==> src/rtl/alu_seq_loader_if.sv <==
// Board-side bundle for the sequential ALU loader: switch bank and buttons in, result/status out.
// Latency: none, wires only.
// Backpressure: none; buttons are edge events and presses in a non-accepting state are dropped.
interface alu_seq_loader_if #(
    parameter int NB_DATA_BUS = 8,
    parameter int NB_SWITCH   = 8,
    parameter int NB_DBG_LED  = 2
);
    logic [NB_SWITCH-1:0]   i_switch;
    logic                   i_btnL;
    logic                   i_btnC;
    logic                   i_btnR;
    logic [NB_DATA_BUS-1:0] o_led;
    logic [2:0]             o_flags;
    logic                   o_valid;
    logic                   o_err;
    logic [NB_DBG_LED-1:0]  o_led_dbg;

    // Board / stimulus side.
    modport master (
        output i_switch, i_btnL, i_btnC, i_btnR,
        input  o_led, o_flags, o_valid, o_err, o_led_dbg
    );

    // Loader side.
    modport slave (
        input  i_switch, i_btnL, i_btnC, i_btnR,
        output o_led, o_flags, o_valid, o_err, o_led_dbg
    );
endinterface

==> src/rtl/alu_seq_loader.sv <==
// Loads A, B (chunked from the switch bank) and an opcode via edge-detected buttons, then executes.
// Latency: btnR first sampled high at edge k -> result, flags and valid registered at edge k+2.
// Backpressure: none; presses for a button the current state does not own are ignored.
module alu_seq_loader #(
    parameter int NB_DATA_BUS = 8,
    parameter int NB_SWITCH   = 8,
    parameter int NB_OPCODE   = 6,
    parameter int NB_DBG_LED  = 2
) (
    input  logic             i_clock,
    input  logic             i_btnU,
    alu_seq_loader_if.slave  bus
);
    localparam int NCHUNK = NB_DATA_BUS / NB_SWITCH;
    localparam int CW     = $clog2(NCHUNK) + 1;
    localparam logic [CW-1:0] LAST = CW'(NCHUNK - 1);
    localparam logic [NB_DATA_BUS:0] NB_LIM = (NB_DATA_BUS + 1)'(NB_DATA_BUS);
    localparam int T = NB_DATA_BUS - 1;

    localparam logic [NB_OPCODE-1:0] OP_ADD = NB_OPCODE'(6'b100000);
    localparam logic [NB_OPCODE-1:0] OP_SUB = NB_OPCODE'(6'b100010);
    localparam logic [NB_OPCODE-1:0] OP_AND = NB_OPCODE'(6'b100100);
    localparam logic [NB_OPCODE-1:0] OP_OR  = NB_OPCODE'(6'b100101);
    localparam logic [NB_OPCODE-1:0] OP_XOR = NB_OPCODE'(6'b100110);
    localparam logic [NB_OPCODE-1:0] OP_NOR = NB_OPCODE'(6'b100111);
    localparam logic [NB_OPCODE-1:0] OP_SRA = NB_OPCODE'(6'b000011);
    localparam logic [NB_OPCODE-1:0] OP_SRL = NB_OPCODE'(6'b000010);

    typedef enum logic [1:0] {
        LOAD_A  = 2'd0,
        LOAD_B  = 2'd1,
        LOAD_OP = 2'd2,
        DONE    = 2'd3
    } state_t;

    state_t state_q, state_d;
    logic [CW-1:0] cnt_q, cnt_d;
    logic [2:0] btn_q1, btn_q2, btn_edge;   // {R, C, L}
    logic edge_l, edge_c, edge_r;
    logic ld_a, ld_b, ld_op, clr_valid, exec_q;

    logic [NB_DATA_BUS-1:0] a_q, b_q;
    logic [NB_OPCODE-1:0]   op_q;
    logic [NB_DATA_BUS+NB_SWITCH-1:0] a_cat, b_cat;

    logic [NB_DATA_BUS:0]   sum, diff;
    logic [NB_DATA_BUS-1:0] res;
    logic                   res_c, res_v, res_err, b_big;

    logic [NB_DATA_BUS-1:0] led_q;
    logic [2:0]             flags_q;
    logic                   valid_q, err_q;

    // Two-flop button sampling; one edge per press regardless of hold time.
    always_ff @(posedge i_clock) begin
        if (i_btnU) begin
            btn_q1 <= '0;
            btn_q2 <= '0;
        end else begin
            btn_q1 <= {bus.i_btnR, bus.i_btnC, bus.i_btnL};
            btn_q2 <= btn_q1;
        end
    end

    assign btn_edge = btn_q1 & ~btn_q2;
    assign edge_l   = btn_edge[0];
    assign edge_c   = btn_edge[1];
    assign edge_r   = btn_edge[2];

    // State and chunk-count registers.
    always_ff @(posedge i_clock) begin
        if (i_btnU) begin
            state_q <= LOAD_A;
            cnt_q   <= '0;
        end else begin
            state_q <= state_d;
            cnt_q   <= cnt_d;
        end
    end

    // Next-state and load strobes; in DONE a re-execute takes priority over a new load.
    always_comb begin
        state_d   = state_q;
        cnt_d     = cnt_q;
        ld_a      = 1'b0;
        ld_b      = 1'b0;
        ld_op     = 1'b0;
        clr_valid = 1'b0;
        case (state_q)
            LOAD_A: if (edge_l) begin
                ld_a = 1'b1;
                if (cnt_q == LAST) begin
                    state_d = LOAD_B;
                    cnt_d   = '0;
                end else begin
                    cnt_d = cnt_q + CW'(1);
                end
            end
            LOAD_B: if (edge_c) begin
                ld_b = 1'b1;
                if (cnt_q == LAST) begin
                    state_d = LOAD_OP;
                    cnt_d   = '0;
                end else begin
                    cnt_d = cnt_q + CW'(1);
                end
            end
            LOAD_OP: if (edge_r) begin
                ld_op   = 1'b1;
                state_d = DONE;
            end
            DONE: if (edge_r) begin
                ld_op = 1'b1;
            end else if (edge_l) begin
                ld_a      = 1'b1;
                clr_valid = 1'b1;
                if (LAST == '0) begin
                    state_d = LOAD_B;
                    cnt_d   = '0;
                end else begin
                    state_d = LOAD_A;
                    cnt_d   = CW'(1);
                end
            end
            default: begin
                state_d = LOAD_A;
                cnt_d   = '0;
            end
        endcase
    end

    // Chunks enter at the top and walk down, so the first chunk ends up least significant.
    assign a_cat = {bus.i_switch, a_q};
    assign b_cat = {bus.i_switch, b_q};

    assign sum   = {1'b0, a_q} + {1'b0, b_q};
    assign diff  = {1'b0, a_q} - {1'b0, b_q};
    assign b_big = ({1'b0, b_q} >= NB_LIM);

    // Result and flags from the latched opcode and operands.
    always_comb begin
        res     = '0;
        res_c   = 1'b0;
        res_v   = 1'b0;
        res_err = 1'b0;
        case (op_q)
            OP_ADD: begin
                res   = sum[T:0];
                res_c = sum[NB_DATA_BUS];
                res_v = (a_q[T] == b_q[T]) && (sum[T] != a_q[T]);
            end
            OP_SUB: begin
                res   = diff[T:0];
                res_c = diff[NB_DATA_BUS];
                res_v = (a_q[T] != b_q[T]) && (diff[T] != a_q[T]);
            end
            OP_AND: res = a_q & b_q;
            OP_OR:  res = a_q | b_q;
            OP_XOR: res = a_q ^ b_q;
            OP_NOR: res = ~(a_q | b_q);
            OP_SRA: res = b_big ? {NB_DATA_BUS{a_q[T]}} : NB_DATA_BUS'($signed(a_q) >>> b_q);
            OP_SRL: res = b_big ? '0 : (a_q >> b_q);
            default: res_err = 1'b1;
        endcase
    end

    // Operand/opcode capture and registered outputs; a new A load wins over a same-cycle result.
    always_ff @(posedge i_clock) begin
        if (i_btnU) begin
            a_q     <= '0;
            b_q     <= '0;
            op_q    <= '0;
            exec_q  <= 1'b0;
            led_q   <= '0;
            flags_q <= '0;
            valid_q <= 1'b0;
            err_q   <= 1'b0;
        end else begin
            if (ld_a)  a_q  <= a_cat[NB_DATA_BUS+NB_SWITCH-1:NB_SWITCH];
            if (ld_b)  b_q  <= b_cat[NB_DATA_BUS+NB_SWITCH-1:NB_SWITCH];
            if (ld_op) op_q <= bus.i_switch[NB_OPCODE-1:0];
            exec_q <= ld_op;
            if (exec_q) begin
                led_q   <= res;
                flags_q <= {res_c, ~res_err && (res == '0), res_v};
                valid_q <= 1'b1;
                err_q   <= res_err;
            end
            if (clr_valid) valid_q <= 1'b0;
        end
    end

    assign bus.o_led     = led_q;
    assign bus.o_flags   = flags_q;
    assign bus.o_valid   = valid_q;
    assign bus.o_err     = err_q;
    assign bus.o_led_dbg = NB_DBG_LED'(state_q);
endmodule

==> src/flat_wrapper.sv <==
// flat-port wrapper written by rule: the top's interface ports become plain ports
module alu_seq_loader_flat 
#(
    parameter int NB_DATA_BUS = 8,
    parameter int NB_SWITCH   = 8,
    parameter int NB_OPCODE   = 6,
    parameter int NB_DBG_LED  = 2
)
  (i_clock, i_btnU, bus_i_switch, bus_i_btnL, bus_i_btnC, bus_i_btnR, bus_o_led, bus_o_flags, bus_o_valid, bus_o_err, bus_o_led_dbg);
  alu_seq_loader_if #(.NB_DATA_BUS(NB_DATA_BUS), .NB_SWITCH(NB_SWITCH), .NB_DBG_LED(NB_DBG_LED)) bus_i ();
  input  logic i_clock;
  input  logic i_btnU;
  input wire logic [$bits(bus_i.i_switch)-1:0] bus_i_switch;
  input wire logic [$bits(bus_i.i_btnL)-1:0] bus_i_btnL;
  input wire logic [$bits(bus_i.i_btnC)-1:0] bus_i_btnC;
  input wire logic [$bits(bus_i.i_btnR)-1:0] bus_i_btnR;
  output wire logic [$bits(bus_i.o_led)-1:0] bus_o_led;
  output wire logic [$bits(bus_i.o_flags)-1:0] bus_o_flags;
  output wire logic [$bits(bus_i.o_valid)-1:0] bus_o_valid;
  output wire logic [$bits(bus_i.o_err)-1:0] bus_o_err;
  output wire logic [$bits(bus_i.o_led_dbg)-1:0] bus_o_led_dbg;
  assign bus_i.i_switch = bus_i_switch;
  assign bus_i.i_btnL = bus_i_btnL;
  assign bus_i.i_btnC = bus_i_btnC;
  assign bus_i.i_btnR = bus_i_btnR;
  assign bus_o_led = bus_i.o_led;
  assign bus_o_flags = bus_i.o_flags;
  assign bus_o_valid = bus_i.o_valid;
  assign bus_o_err = bus_i.o_err;
  assign bus_o_led_dbg = bus_i.o_led_dbg;
  alu_seq_loader #(.NB_DATA_BUS(NB_DATA_BUS), .NB_SWITCH(NB_SWITCH), .NB_OPCODE(NB_OPCODE), .NB_DBG_LED(NB_DBG_LED)) u_core (.i_clock(i_clock), .i_btnU(i_btnU), .bus(bus_i));
endmodule
==> config.mk <==
export PLATFORM = sky130hd
export DESIGN_NAME = alu_seq_loader_flat
export DESIGN_NICKNAME = d
export VERILOG_FILES = /design/src/rtl/alu_seq_loader_if.sv /design/src/rtl/alu_seq_loader.sv /design/src/flat_wrapper.sv
export SDC_FILE = /design/constraint.sdc
export NUM_CORES = 1
export LEC_CHECK = 0
export ABC_AREA = 1
export CAP_MARGIN = 20
export CORE_ASPECT_RATIO = 0.6
export CORE_MARGIN = 5
export CORE_UTILIZATION = 30
export DETAILED_ROUTE_END_ITERATION = 8
export PLACE_DENSITY = 0.57
export SLEW_MARGIN = 20
export SYNTH_ARGS = -nofsm -noshare
export SYNTH_HDL_FRONTEND = slang
export SYNTH_SLANG_ARGS = --single-unit
==> constraint.sdc <==
create_clock -name i_clock -period 2.19 [get_ports i_clock]
set_input_delay 0.219 -clock i_clock [delete_from_list [all_inputs] [get_ports i_clock]]
set_output_delay 0.219 -clock i_clock [all_outputs]
set_load 0.005 [all_outputs]
==> metrics.log <==
[metrics] count of different cell masters after synthesis: 37
[metrics] setup slack after placement: 22.3 ps
[metrics] Pre-Repair DR Iteration Count: 5
[metrics] highest net fanout along the worst path: 5
[metrics] filler-free cell count of the finished design: 784
[metrics] number of flops mapped to enable cells by yosys: 0
[metrics] TritonCTS buffer count: 5
[metrics] pins over their slew limit: 0
[metrics] synthesized area: 3530 sq um
[metrics] Crit Path Category: flip-flop to flip-flop
[metrics] routed wire length: 12.9 mm
[metrics] Critical Path Source Type: flip-flop
[metrics] portion of total power attributed to combinational logic: 56.0%
[metrics] height of the chip: 94.1 microns
[metrics] number of warnings printed during yosys synthesis: 0
[metrics] Hold Crit Endpoint: u_core.btn_q2[2]$_SDFF_PP0_
[metrics] area of the placeable core: 11,400 sq um
[metrics] endpoint class of the critical path: flip-flop
[metrics] buffers added on ports: 27
[metrics] synthesis-to-layout area growth: 31.4%
[metrics] reg-to-reg critical path startpoint: u_core.b_q[7]$_SDFFE_PP0P_
[metrics] Post-synth top flop: dfxtp_1
[metrics] proportion of power drawn by flip-flops and latches: 25.1%
[metrics] share of cells above drive strength 1: 19.6%
[metrics] syn nets: 602
[metrics] number of cells on the worst reg-to-reg path: 9
[metrics] insertion delay to the later sink of the worst-skew pair: 290 ps
[metrics] CTS Root Buffer Type: clkbuf_16
[metrics] Synth Instances: 557
[metrics] Die X: 150 microns
[metrics] post-route ant nets: 0
[metrics] clock sinks: 44
[metrics] number of max-cap violations: 0
[metrics] cell count after placement: 775
[metrics] HPWL after detailed placement: 10.6 mm
[metrics] clock tree skew after final layout: 6.68 ps
[metrics] sequential share of the synthesized area: 24.9%
[metrics] number of antenna cells inserted: 0
[metrics] unrepaired setup endpoints after global routing: true
[metrics] worst r2r dst: u_core.bus.o_flags[1]$_SDFFE_PP0P_
[metrics] Final Wtd Congestion: 1.01
[metrics] DIE AREA: 14,100 sq um
[metrics] fin worst setup slack: 146 ps
[metrics] synthesized flop and latch total: 44
[metrics] fin nets: 669
[metrics] total net switching power: 1.77 mW
[metrics] row count: 30
[metrics] multi-input combinational cell area: 2460 sq um
[metrics] via total after detailed routing: 3,935
[metrics] total leakage power: 2.08 nW
[metrics] worst vdd ir: 0.331 mV
[metrics] Fin. Hold Viols: 0
[metrics] hold wc startpoint: u_core.btn_q1[2]$_SDFF_PP0_
[metrics] CP startpoint: u_core.b_q[7]$_SDFFE_PP0P_
[metrics] power per cell area: 862 nW/um^2
[metrics] leading area contributor after synthesis: dfxtp_1
[metrics] max frequency: 0.489 GHz
[metrics] global-route wire length before repair: 19.8 mm
[metrics] proportion of synthesized flip-flops having asynchronous set or reset: 0%
[metrics] Slew Limit Headroom: 65.7%
[metrics] starting density of the core: 31.0%
[metrics] post-layout min period: 2040 ps
[metrics] setup tns final: 0 ps
[metrics] Switching Fraction: 44.3%
[metrics] number of antenna violations at the first check in global routing: 0
[metrics] worst path required time: 2420 ps
[metrics] DR DRC count: 0
[metrics] setup slack on the worst flop-to-flop path: 150 ps
[metrics] Tcrit/Tclk final: 93.3%
[metrics] average instance area after synthesis: 6.34 sq um
[metrics] Initial DRC Count: 503
[metrics] Worst Tran Pin Value: 509 ps
[metrics] hold crit path type: flip-flop to flip-flop
[metrics] clk slew on worst S/H paths: 70 ps
[metrics] largest net degree at the start of global routing: 17
[metrics] Fill cells: 1,258
[metrics] data arrival time at the worst-slack endpoint: 2280 ps
[metrics] sequential cell area in the final layout: 897 sq um
[metrics] total of endpoints with negative setup slack in the final report: 0
[metrics] wire length per cell after detailed routing: 16.5 microns
[metrics] status: finished, final reports clean
[metrics] # H-tree levels: 2
[metrics] DR vias/cell: 5.02
[metrics] hold depth: 2
[metrics] Overflow after GRT: 0
[metrics] I/O pin total: 28
[metrics] biggest area contributors in the synthesized netlist: dfxtp_1 (25%), nand2_1 (12%), ha_1 (11%)
[metrics] clock tree from TritonCTS: yes
[metrics] number of global-route vias before repair: 3,489
[metrics] buffer levels on the longest clock path: 2
[metrics] Clock power frac: 19.0%
[metrics] Yosys top cell area share: 24.9%
[metrics] internal power component: 2.23 mW
[metrics] GRT Resource Usage Total: 18.5%
[how the worst max path moves through the flow]
stage	end	slack, ps	depth (start not counted)
after floorplan	u_core.bus.o_led[7]$_SDFFE_PP0P_	160	14
after global placement	u_core.bus.o_flags[1]$_SDFFE_PP0P_	9	14
after detailed placement	u_core.bus.o_flags[1]$_SDFFE_PP0P_	20	14
after CTS	u_core.bus.o_flags[1]$_SDFFE_PP0P_	40	14
after global routing	u_core.bus.o_flags[1]$_SDFFE_PP0P_	-30	15
final	u_core.bus.o_flags[1]$_SDFFE_PP0P_	150	9
[critical path, cell delays in order, from the launching register on]
cell     delay (ps)
dfxtp_1         420
inv_1           110
ha_1            390
inv_1           160
o21ai_1          90
nor3_1          240
nand4_1         140
nor2_2          170
nand4_1         120
a21oi_2         140
[cells in the mapped netlist (2+ instances only)]
| cell | n |
|---|---|
| nor3_1 | 6 |
| o211ai_1 | 5 |
| nand4_1 | 11 |
| o21a_1 | 2 |
| o21ai_0 | 46 |
| nor2_4 | 2 |
| ha_1 | 30 |
| nor2_1 | 65 |
| xor2_1 | 2 |
| nand3_2 | 6 |
| o22ai_1 | 2 |
| inv_2 | 8 |
| nand3b_1 | 3 |
| inv_1 | 65 |
| nand2_2 | 3 |
| fa_1 | 2 |
| nand3_1 | 57 |
| a21oi_1 | 43 |
| clkbuf_1 | 7 |
| dfxtp_1 | 44 |
| nor2_2 | 7 |
| buf_4 | 2 |
| buf_2 | 4 |
| nand2_1 | 117 |
| clkinv_1 | 2 |
| buf_6 | 2 |
| o21ai_1 | 4 |
[power groups by stage]
stage | clock (mW) | sequential [mW] | combinational, mW
finish | 0.758 | 1.00 | 2.24
global route | 0.816 | 1.02 | 2.46
CTS | 0.775 | 0.987 | 2.02
detailed placement | 0 | 1.00 | 2.01
global placement | 0 | 1.00 | 2.02
floorplan | 0 | 1.01 | 1.24
[logic make-up after synthesis]
family | Yosys count | synth area share (%)
buffers and inverters | 91 | 10.6
adder cells (fa/ha/maj) | 32 | 11.8
flip-flops | 44 | 24.9
AO/OA/AOI/OAI | 109 | 16.8
XOR/XNOR | 3 | 0.744
AND/OR/NAND/NOR | 278 | 35.2
[area by class of cell]
type                            count  area share [%]
Multi-Input combinational cell    422            53.1
Tap cell                          160            4.31
Inverter                           75            6.17
Sequential cell                    44            19.3
Timing Repair Buffer               76            14.1
Clock inverter                      2           0.270
Clock buffer                        5            2.70
[sequential cells by signal (all words and copies together), names as in the netlist]
register and flops:
u_core.b_q 8, u_core.bus.o_led 8, u_core.exec_q 1, u_core.bus.o_err 1, u_core.bus.o_led_dbg 2, u_core.btn_q1 3, u_core.bus.o_valid 1, u_core.a_q 8
u_core.bus.o_flags 3, u_core.op_q 6, u_core.btn_q2 3
[routing by layer]
layer | track usage, % | wire length (microns)
met3 | 6.27 | 1360
met5 | 0 | 0
met4 | 1.75 | 21
met1 | 29.9 | 6900
met2 | 23.4 | 4670
[cell usage in the layout (no fill, tap or decap), types with 7 or more instances in the layout]
| cell type | Yosys | routed |
|---|---|---|
| a21oi_1 | 43 | 40 |
| buf_4 | 2 | 47 |
| clkdlybuf4s50_1 | 0 | 27 |
| dfxtp_1 | 44 | 37 |
| ha_1 | 30 | 21 |
| ha_4 | 0 | 8 |
| inv_1 | 65 | 61 |
| inv_2 | 8 | 10 |
| nand2_1 | 117 | 115 |
| nand3_1 | 57 | 51 |
| nand3_2 | 6 | 12 |
| nand4_1 | 11 | 11 |
| nor2_1 | 65 | 62 |
| nor2_2 | 7 | 9 |
| o21ai_0 | 46 | 43 |
| o21ai_1 | 4 | 7 |
[repair_timing]
action                     in CTS  in global routing
setup endpoints to repair       1                  9
buffers inserted                0                  2
gates resized for setup         1                 54
pin swaps                       0                 17
hold buffers                    0                  0
[through the flow]
step / hold WS (ps) / utilization [%] / power [mW] / instance area (sq um)
2_1_floorplan: 326 / - / 2.25 / 3530
3_3_place_gp: 423 / 37.5 / 3.02 / 4280
3_5_place_dp: 431 / 37.5 / 3.01 / 4280
4_1_cts: 441 / 38.7 / 3.78 / 4420
5_1_grt: 458 / 40.7 / 4.29 / 4640
6_report: 439 / 40.7 / 4.00 / 4640
Note: power is estimated with default switching activity, not from simulation.
